**src/rtl/fft_frame_packer_if.sv**
```systemverilog
// Sample stream from the frame packer to the downstream FFT core.
// Beat = {imag[15:0], real[15:0]}; tlast marks the final beat of a frame.
interface fft_frame_packer_if;
   logic        tvalid;
   logic        tready;
   logic [31:0] tdata;
   logic        tlast;

   modport master (output tvalid, output tdata, output tlast, input tready);
   modport slave  (input tvalid, input tdata, input tlast, output tready);
endinterface

```
**src/rtl/fft_frame_packer.sv**
```systemverilog
// Captures one FRAME_LEN-sample frame of 8-bit offset-binary ADC data per fft_en rising
// edge and streams it as signed complex beats through a small FIFO and an output register.
module fft_frame_packer #(
   parameter int unsigned FRAME_LEN  = 1024,
   parameter int unsigned FIFO_DEPTH = 16
) (
   input  logic               clk,
   input  logic               rst_n,
   input  logic               fft_en,
   input  logic [7:0]         ad_data_in,
   fft_frame_packer_if.master m_axis,
   output logic               busy,
   output logic               frame_done,
   output logic               overflow
);
   localparam int unsigned CntW  = $clog2(FRAME_LEN);
   localparam int unsigned PtrW  = $clog2(FIFO_DEPTH);
   localparam int unsigned FillW = PtrW + 1;
   localparam logic [CntW-1:0]  LastIdx = CntW'(FRAME_LEN - 1);
   localparam logic [FillW-1:0] FullCnt = FillW'(FIFO_DEPTH);

   typedef enum logic [1:0] {StIdle, StCapture, StDrain} state_e;

   state_e            state_q, state_d;
   logic              fft_en_q;
   logic [PtrW-1:0]   wr_ptr_q, wr_ptr_d, rd_ptr_q, rd_ptr_d;
   logic [FillW-1:0]  fill_q, fill_d;
   logic [CntW-1:0]   cap_cnt_q, cap_cnt_d, out_cnt_q, out_cnt_d;
   logic              tvalid_q, tvalid_d;
   logic [15:0]       treal_q, treal_d;
   logic              overflow_q, overflow_d;
   logic              done_q, done_d;
   logic [15:0]       mem_q [FIFO_DEPTH];

   logic [7:0]        sample_tc;
   logic [15:0]       sample_re;
   logic              accept, push, pop, last_beat;

   always_comb begin
      sample_tc  = ad_data_in ^ 8'h80;
      sample_re  = {{8{sample_tc[7]}}, sample_tc};
      accept     = tvalid_q & m_axis.tready;
      last_beat  = accept && (out_cnt_q == LastIdx);
      // The output register refills from the FIFO head whenever it is empty or being drained.
      pop        = (state_q != StIdle) && (fill_q != '0) && (!tvalid_q || accept);
      push       = (state_q == StCapture) && ((fill_q != FullCnt) || pop);

      state_d    = state_q;
      wr_ptr_d   = wr_ptr_q;
      rd_ptr_d   = rd_ptr_q;
      fill_d     = fill_q;
      cap_cnt_d  = cap_cnt_q;
      out_cnt_d  = out_cnt_q;
      tvalid_d   = tvalid_q;
      treal_d    = treal_q;
      overflow_d = overflow_q;
      done_d     = last_beat;

      if (push) begin
         wr_ptr_d  = wr_ptr_q + 1'b1;
         cap_cnt_d = cap_cnt_q + 1'b1;
      end
      if (pop) begin
         rd_ptr_d = rd_ptr_q + 1'b1;
         tvalid_d = 1'b1;
         treal_d  = mem_q[rd_ptr_q];
      end else if (accept) begin
         tvalid_d = 1'b0;
      end
      if (accept) begin
         out_cnt_d = out_cnt_q + 1'b1;
      end
      case ({push, pop})
         2'b10:   fill_d = fill_q + 1'b1;
         2'b01:   fill_d = fill_q - 1'b1;
         default: fill_d = fill_q;
      endcase

      case (state_q)
         StIdle: begin
            if (fft_en && !fft_en_q) begin
               state_d    = StCapture;
               wr_ptr_d   = '0;
               rd_ptr_d   = '0;
               fill_d     = '0;
               cap_cnt_d  = '0;
               out_cnt_d  = '0;
               overflow_d = 1'b0;
            end
         end
         StCapture: begin
            if (!push) begin
               overflow_d = 1'b1;
            end
            if (push && (cap_cnt_q == LastIdx)) begin
               state_d = StDrain;
            end
         end
         StDrain: begin
            if (last_beat) begin
               state_d = StIdle;
            end
         end
         default: state_d = StIdle;
      endcase
   end

   // Edge detector resets high so an fft_en held through reset cannot arm a frame.
   always_ff @(posedge clk or negedge rst_n) begin
      if (!rst_n) begin
         state_q    <= StIdle;
         fft_en_q   <= 1'b1;
         wr_ptr_q   <= '0;
         rd_ptr_q   <= '0;
         fill_q     <= '0;
         cap_cnt_q  <= '0;
         out_cnt_q  <= '0;
         tvalid_q   <= 1'b0;
         treal_q    <= '0;
         overflow_q <= 1'b0;
         done_q     <= 1'b0;
      end else begin
         state_q    <= state_d;
         fft_en_q   <= fft_en;
         wr_ptr_q   <= wr_ptr_d;
         rd_ptr_q   <= rd_ptr_d;
         fill_q     <= fill_d;
         cap_cnt_q  <= cap_cnt_d;
         out_cnt_q  <= out_cnt_d;
         tvalid_q   <= tvalid_d;
         treal_q    <= treal_d;
         overflow_q <= overflow_d;
         done_q     <= done_d;
      end
   end

   // Sample storage needs no reset; occupancy is tracked by fill_q.
   always_ff @(posedge clk) begin
      if (push) begin
         mem_q[wr_ptr_q] <= sample_re;
      end
   end

   assign m_axis.tvalid = tvalid_q;
   assign m_axis.tdata  = {16'h0000, treal_q};
   assign m_axis.tlast  = tvalid_q && (out_cnt_q == LastIdx);
   assign busy          = (state_q != StIdle);
   assign frame_done    = done_q;
   assign overflow      = overflow_q;

endmodule

```
**src/flat_wrapper.sv**
```systemverilog
// flat-port wrapper written by rule: the top's interface ports become plain ports
module fft_frame_packer_flat 
#(
   parameter int unsigned FRAME_LEN  = 1024,
   parameter int unsigned FIFO_DEPTH = 16
)
  (clk, rst_n, fft_en, ad_data_in, busy, frame_done, overflow, m_axis_tvalid, m_axis_tdata, m_axis_tlast, m_axis_tready);
  fft_frame_packer_if m_axis_i ();
  input  logic clk;
  input  logic rst_n;
  input  logic fft_en;
  input  logic [7:0] ad_data_in;
  output logic busy;
  output logic frame_done;
  output logic overflow;
  output wire logic [$bits(m_axis_i.tvalid)-1:0] m_axis_tvalid;
  output wire logic [$bits(m_axis_i.tdata)-1:0] m_axis_tdata;
  output wire logic [$bits(m_axis_i.tlast)-1:0] m_axis_tlast;
  input wire logic [$bits(m_axis_i.tready)-1:0] m_axis_tready;
  assign m_axis_tvalid = m_axis_i.tvalid;
  assign m_axis_tdata = m_axis_i.tdata;
  assign m_axis_tlast = m_axis_i.tlast;
  assign m_axis_i.tready = m_axis_tready;
  fft_frame_packer #(.FRAME_LEN(FRAME_LEN), .FIFO_DEPTH(FIFO_DEPTH)) u_core (.clk(clk), .rst_n(rst_n), .fft_en(fft_en), .ad_data_in(ad_data_in), .m_axis(m_axis_i), .busy(busy), .frame_done(frame_done), .overflow(overflow));
endmodule
```
**config.mk**
```make
export PLATFORM = sky130hd
export DESIGN_NAME = fft_frame_packer_flat
export DESIGN_NICKNAME = d
export VERILOG_FILES = /design/src/rtl/fft_frame_packer_if.sv /design/src/rtl/fft_frame_packer.sv /design/src/flat_wrapper.sv
export SDC_FILE = /design/constraint.sdc
export NUM_CORES = 1
export LEC_CHECK = 0
export CAP_MARGIN = 10
export CORE_UTILIZATION = 61
export CTS_BUF_LIST = sky130_fd_sc_hd__clkbuf_4 sky130_fd_sc_hd__clkbuf_8
export CTS_CLUSTER_DIAMETER = 50
export DETAILED_ROUTE_END_ITERATION = 16
export GPL_TIMING_DRIVEN = 0
export PLACE_DENSITY = 0.82
export SLEW_MARGIN = 0
export SYNTH_ARGS = -nofsm -noshare
export SYNTH_HDL_FRONTEND = slang
export SYNTH_SLANG_ARGS = --single-unit
```
**constraint.sdc**
```tcl
create_clock -name clk -period 4.04 [get_ports clk]
set_input_delay 0.808 -clock clk [delete_from_list [all_inputs] [get_ports clk]]
set_output_delay 0.808 -clock clk [all_outputs]
set_load 0.01 [all_outputs]
```
### Yosys cells after proc, flatten, opt, wreduce, memory -nomap -nowiden

Memory sizes are Yosys's and may differ from the RTL's. A register that Yosys moved wholly into a read port is not among the register bits.
Cells that the tools add are included.

| operators by class | value |
|---|---|
| $add $sub $neg | 6 |
| eq/ne operators | 11 |
| mux-type cells | 26 |
| bitwise logic cells | 2 |
| reductions and logical operators | 19 |

Operators by type and width:

| operator | number |
|---|---|
| $mux W10 | 6 |
| $mux W4 | 6 |
| $add A10 B1 Y10 const B | 2 |
| $eq A10 B10 Y1 const B | 2 |
| $mux W5 | 2 |
| $pmux W5 S2 | 1 |
| $add A4 B1 Y4 const B | 2 |
| $logic_and A1 B1 Y1 | 7 |
| $mux W1 | 6 |
| $mux W2 | 3 |
| $pmux W2 S3 | 1 |
| $reduce_and A3 Y1 | 2 |
| $reduce_bool A2 Y1 | 3 |
| $add A5 B1 Y5 const B | 1 |
| $ne A5 B5 Y1 const B | 1 |
| $reduce_bool A5 Y1 | 1 |
| $sub A5 B1 Y5 const B | 1 |
| $eq A2 B1 Y1 const B | 2 |
| $eq A2 B2 Y1 const B | 2 |
| $ne A2 B1 Y1 const B | 2 |
| $ne A2 B2 Y1 const B | 2 |
| $logic_not A1 Y1 | 3 |
| $logic_not A2 Y1 | 1 |
| $logic_or A1 B1 Y1 | 2 |
| 3 further kinds | 3 |

| storage, ports and cells | value |
|---|---|
| register bits after elaboration | 39 |
| RAM bits | 256 |
| output and inout port bits | 37 |
| logic and storage cells | 75 |
| memories | 1 |

Memories:

| memory | words | bits a word | read ports | clocked after Yosys merged registers in | wr ports | line | RTL |
|---|---|---|---|---|---|---|---|
| u_core.mem_q | 16 | 16 | 1 | 1 | 1 | fft_frame_packer.sv:33 | `logic [15:0] mem_q [FIFO_DEPTH];` |

### Longest topological paths before layout

| logic depth | value |
|---|---|
| depth after elaboration | 9 |
| mapped depth | 9 |

### Worst setup path after synthesis

OpenSTA, ideal clock, no wires.

| path | value |
|---|---|
| path type | input port to flip-flop |
| start point | in m_axis_tready |
| end point | reg u_core.fill_q[4] |
| arrival time | 2820 ps |
| data required time | 3946 ps |
| setup slack | 1126 ps |
| stages | 9 |
| cells stage by stage | nand2b_1 -> clkbuf_1 -> o211ai_1 -> nor2_1 -> ha_1 -> a21o_1 -> a21oi_1 -> mux2_2 -> a221oi_2 |

| between the ends | value |
|---|---|
| longest elaborated chain between the ends | 9 |
| elaborated cells on any way between the ends | 10 |
| classes of those cells | eq/ne: 2; mux: 3; bitwise: 1; reduce/logical: 4 |

RTL lines:

| item | line | RTL |
|---|---|---|
| start: declaration | flat_wrapper.sv:19 | `input wire logic [$bits(m_axis_i.tready)-1:0] m_axis_tready;` |
| $and A1 B1 Y1 * | fft_frame_packer.sv:42 | `accept = tvalid_q & m_axis.tready;` |
| $logic_or A1 B1 Y1 * | fft_frame_packer.sv:45 | `pop = (state_q != StIdle) && (fill_q != '0) && (!tvalid_q \|\| accept);` |
| $logic_and A1 B1 Y1 * | fft_frame_packer.sv:45 |  |
| $logic_or A1 B1 Y1 | fft_frame_packer.sv:46 | `push = (state_q == StCapture) && ((fill_q != FullCnt) \|\| pop);` |
| $logic_and A1 B1 Y1 | fft_frame_packer.sv:46 |  |
| $eq A2 B1 Y1 / $eq A2 B2 Y1 (equally long branches) | fft_frame_packer.sv:73 | `case ({push, pop})` |
| $pmux W5 S2 * | fft_frame_packer.sv:73 |  |
| $mux W5 | fft_frame_packer.sv:81 | `if (fft_en && !fft_en_q) begin` |
| $mux W5 * | fft_frame_packer.sv:79 | `case (state_q)` |
| via u_core.fill_d[4] | fft_frame_packer.sv:27 | `logic [FillW-1:0] fill_q, fill_d;` |
| end signal: assignment | fft_frame_packer.sv:127 | `fill_q <= fill_d;` |
| end: declaration | fft_frame_packer.sv:27 |  |

The timed path passes the listed nets; every way through them passes the cells marked *.
A chain may end at the register's enable or synchronous reset.

### Worst setup path after layout

Same ends and word-level chain as after synthesis.

==> flow_summary.ini <==
[outcome]
status = finished, final reports clean

[timing]
tns_ns = 0
fin_crit_ns = 3.45
fmax_ghz = 0.290
rsz0062_at_grt = no
clock_skew_ns = 0.0148
setup_viol = 0
slew-limit-headroom_pct = 51.5
finalCritPeriodShare_pct = 85.3
worst_pin_slew_ns = 0.727
hold_viol_final = 0
slew_violations = 0

[worst_setup_path]
critPathMaxStageDelay_ns = 0.58
crit_chain = clkdlybuf4s50_1 -> nand2b_1 -> clkbuf_1 -> o211ai_1 -> nor2_1 -> ha_1 -> a21o_1 -> a21oi_1 -> mux2_2 -> a221oi_2
crit_path_top_delay_cell = clkdlybuf4s50_1
crit_required_ns = 4.42
cp-start-kind = primary input
reg2reg_depth = 9
worstSetupPathType = in -> reg
cp.depth = 10
critPathTopFamily = compound AO/OA/AOI/OAI gates
cp_num_buf_inv = 2
crit_arrival_ns = 3.82
worst_setup_path_end_kind = flip-flop
path_max_fanout = 8

[drt]
drtAntennaViolNets = 0
drc = 0
vias_per_cell = 5.92
via_count = 4294
drtIter0Drc = 401
routed_wl_mm = 14.9
drt-pass1-iter-count = 5
route.detailed.wl_per_inst_um = 20.5

[clocking]
max-clock-path-buffers = 2
clk_pin_slew_worst_paths_ns = 0.10
cts_tree = built
clkSinkCount = 175
clock_latency_ns = 0.47
hold_buffers = 0
htreeDepth = 4
cts_post_setup_buffers_inserted = 0
cts-resized-gates = 0
cts-root-buf = clkbuf_8
cts_made_buffers = 17

[die]
io_pins = 49
fp.dieW_um = 113
core_um2 = 12100
dieArea_um2 = 12900
initial_core_util_pct = 62.9
die_h_um = 113
rows = 40

[placement]
placedCellCount = 693
hpwl_mm = 9.73
placed_area_um2 = 8180
gp_congestion = 0.834
numPortBuffers = 32

[layout]
syn2layout_area_growth_pct = 13.0
final_common_cell = edfxtp_1
nFillCells = 754
fin_cells = 725
final_area_um2 = 8570
nNetsFinal = 567
layout_common_cells = edfxtp_1, dfrtp_1, mux4_2, clkdlybuf4s50_1, buf_4
antenna_cells = 0
drive_gt1_share_pct = 22.6

[yosys]
synth_warnings = 0
yosys.area.top_type = edfxtp_1
yosysSeqAreaShare_pct = 66.2
syn_inst = 477
synth_edf_count = 128
synth.distinct_cells = 56
async_flop_share_pct = 26.9
syn-cell-area_um2 = 7580
synth-main-ff-cell = edfxtp_1
yosysTopAreaCellShare_pct = 50.7
synth_area_leaders = edfxtp_1, dfrtp_1, mux4_2
synth_seq_cells = 175
syn_area_per_cell_um2 = 15.9

[run]
cap_violations = 0

[global_routing]
grt_use_total_pct = 25.3
grt_pass1_vias = 4267
overflow = 0
grt_pass1_wl_mm = 23.3
antenna_found_initial = 0
grt_max_degree = 39

[power]
power_density_nw_per_um2 = 374
p_int_mw = 2.48
p_sw_share_pct = 22.5
leakagePower_nw = 3.13
p_seq_share_pct = 60.7
clockPowerShare_pct = 37.1
ir_drop_uv = 299
power_switching_uw = 719
power_frac_comb_pct = 2.2

[hold_path]
holdCritPathClass = in -> async
-- sequential cells by signal, indices dropped and copies added (netlist names) --
register	count
u_core.cap_cnt_q	10
u_core.fft_en_q	1
u_core.fill_q	5
u_core.frame_done	1
u_core.m_axis.tvalid	1
u_core.mem_q	128
u_core.out_cnt_q	10
u_core.overflow	1
u_core.rd_ptr_q	4
u_core.state_q	2
u_core.treal_q	8
u_core.wr_ptr_q	4
-- worst register-to-register path, cell delays in order, from the launching register on --
cell      delay (ns)
dfrtp_1         0.45
or4_4           0.56
buf_6           0.15
o211ai_1        0.32
nor2_1          0.18
fa_1            0.46
a21o_1          0.18
a21oi_1         0.26
mux2_2          0.39
a221oi_2        0.21
-- final cells by class --
cell class              instances  area [um^2]  area share, %
inverters                       7         26.3          0.307
repair buffers                 33          335           3.91
flip-flops and latches        175         5020           58.6
plain buffers                  48          312           3.64
well taps                     168          210           2.45
clock buffers                  18          241           2.82
multi-input cells             262         2280           26.6
clock inverters                14          145           1.69
-- power by group through the flow --
| stage | Sequential (mW) | Clock (mW) | Combinational, mW |
|---|---|---|---|
| after floorplan | 1.98 | 0 | 0.0291 |
| after global placement | 1.98 | 0 | 0.0650 |
| after detailed placement | 1.98 | 0 | 0.0707 |
| after CTS | 1.94 | 1.20 | 0.0708 |
| after global routing | 1.94 | 1.28 | 0.0787 |
| final | 1.94 | 1.19 | 0.0707 |
-- path summary, 6_finish.rpt --
check / start / endpoint / slack (ns)
hold / removal: rst_n / u_core.fill_q[3] / 0.20
setup / recovery: m_axis_tready / u_core.fill_q[4] / 0.59
min in group clk: u_core.overflow / u_core.overflow / 0.50
hold reg to reg: u_core.overflow / u_core.overflow / 0.50
max in group asynchronous: rst_n / u_core.fft_en_q / 3.30
setup reg to reg: u_core.fill_q[1] / u_core.fill_q[4] / 0.78
-- metal layers --
| metal | wire, um | global-route usage, % | vias up |
|---|---|---|---|
| li1 | - | - | 1925 |
| met1 | 6140 | 34.1 | 2183 |
| met2 | 7460 | 40.6 | 156 |
| met3 | 957 | 5.58 | 30 |
| met4 | 334 | 10.5 | 0 |
| met5 | 0 | 0 | - |
-- cells by family after synthesis --
logic type | after synthesis | share of synthesized area (%)
and+or+nand+nor | 105 | 7.46
buffers and inverters | 55 | 4.46
other | 1 | 0.0495
xor gates and xnor gates | 18 | 2.08
AOI/OAI and AO/OA | 61 | 5.48
DFF | 175 | 66.2
adders and majority gates | 11 | 1.91
muxes | 51 | 12.3
-- per-stage QoR --
step           setup WS, ns  util (%)  hold WS [ns]  total power, mW
3_5_place_dp          0.136      67.8         0.484             2.05
6_report              0.594      71.0         0.198             3.20
2_1_floorplan          1.13         -         0.482             2.01
4_1_cts               0.653      71.0         0.186             3.22
3_3_place_gp          0.291      67.7         0.475             2.05
5_1_grt               0.447      71.0         0.186             3.31
-- cell usage after synthesis, types with 2 or more instances --
cell type and number:
a211oi_1 3, a21bo_2 2, a21o_1 3, a21oi_1 21, and2_1 10, and3_1 5, and4_1 6, buf_1 2
buf_2 6, buf_4 26, buf_6 2, clkbuf_1 11, dfrtp_1 46, edfxtp_1 128, ha_1 10, inv_1 7
mux2_2 9, mux2i_1 9, mux4_2 32, nand2_1 24, nand2b_1 3, nand3_1 11, nand4_1 3, nor2_1 21
nor3_1 4, nor3b_1 3, o21ai_0 6, o22ai_1 15, or2_2 3, or3_1 4, xnor2_1 11, xor2_1 7
No activity file was read; power rests on OpenSTA's default activity.
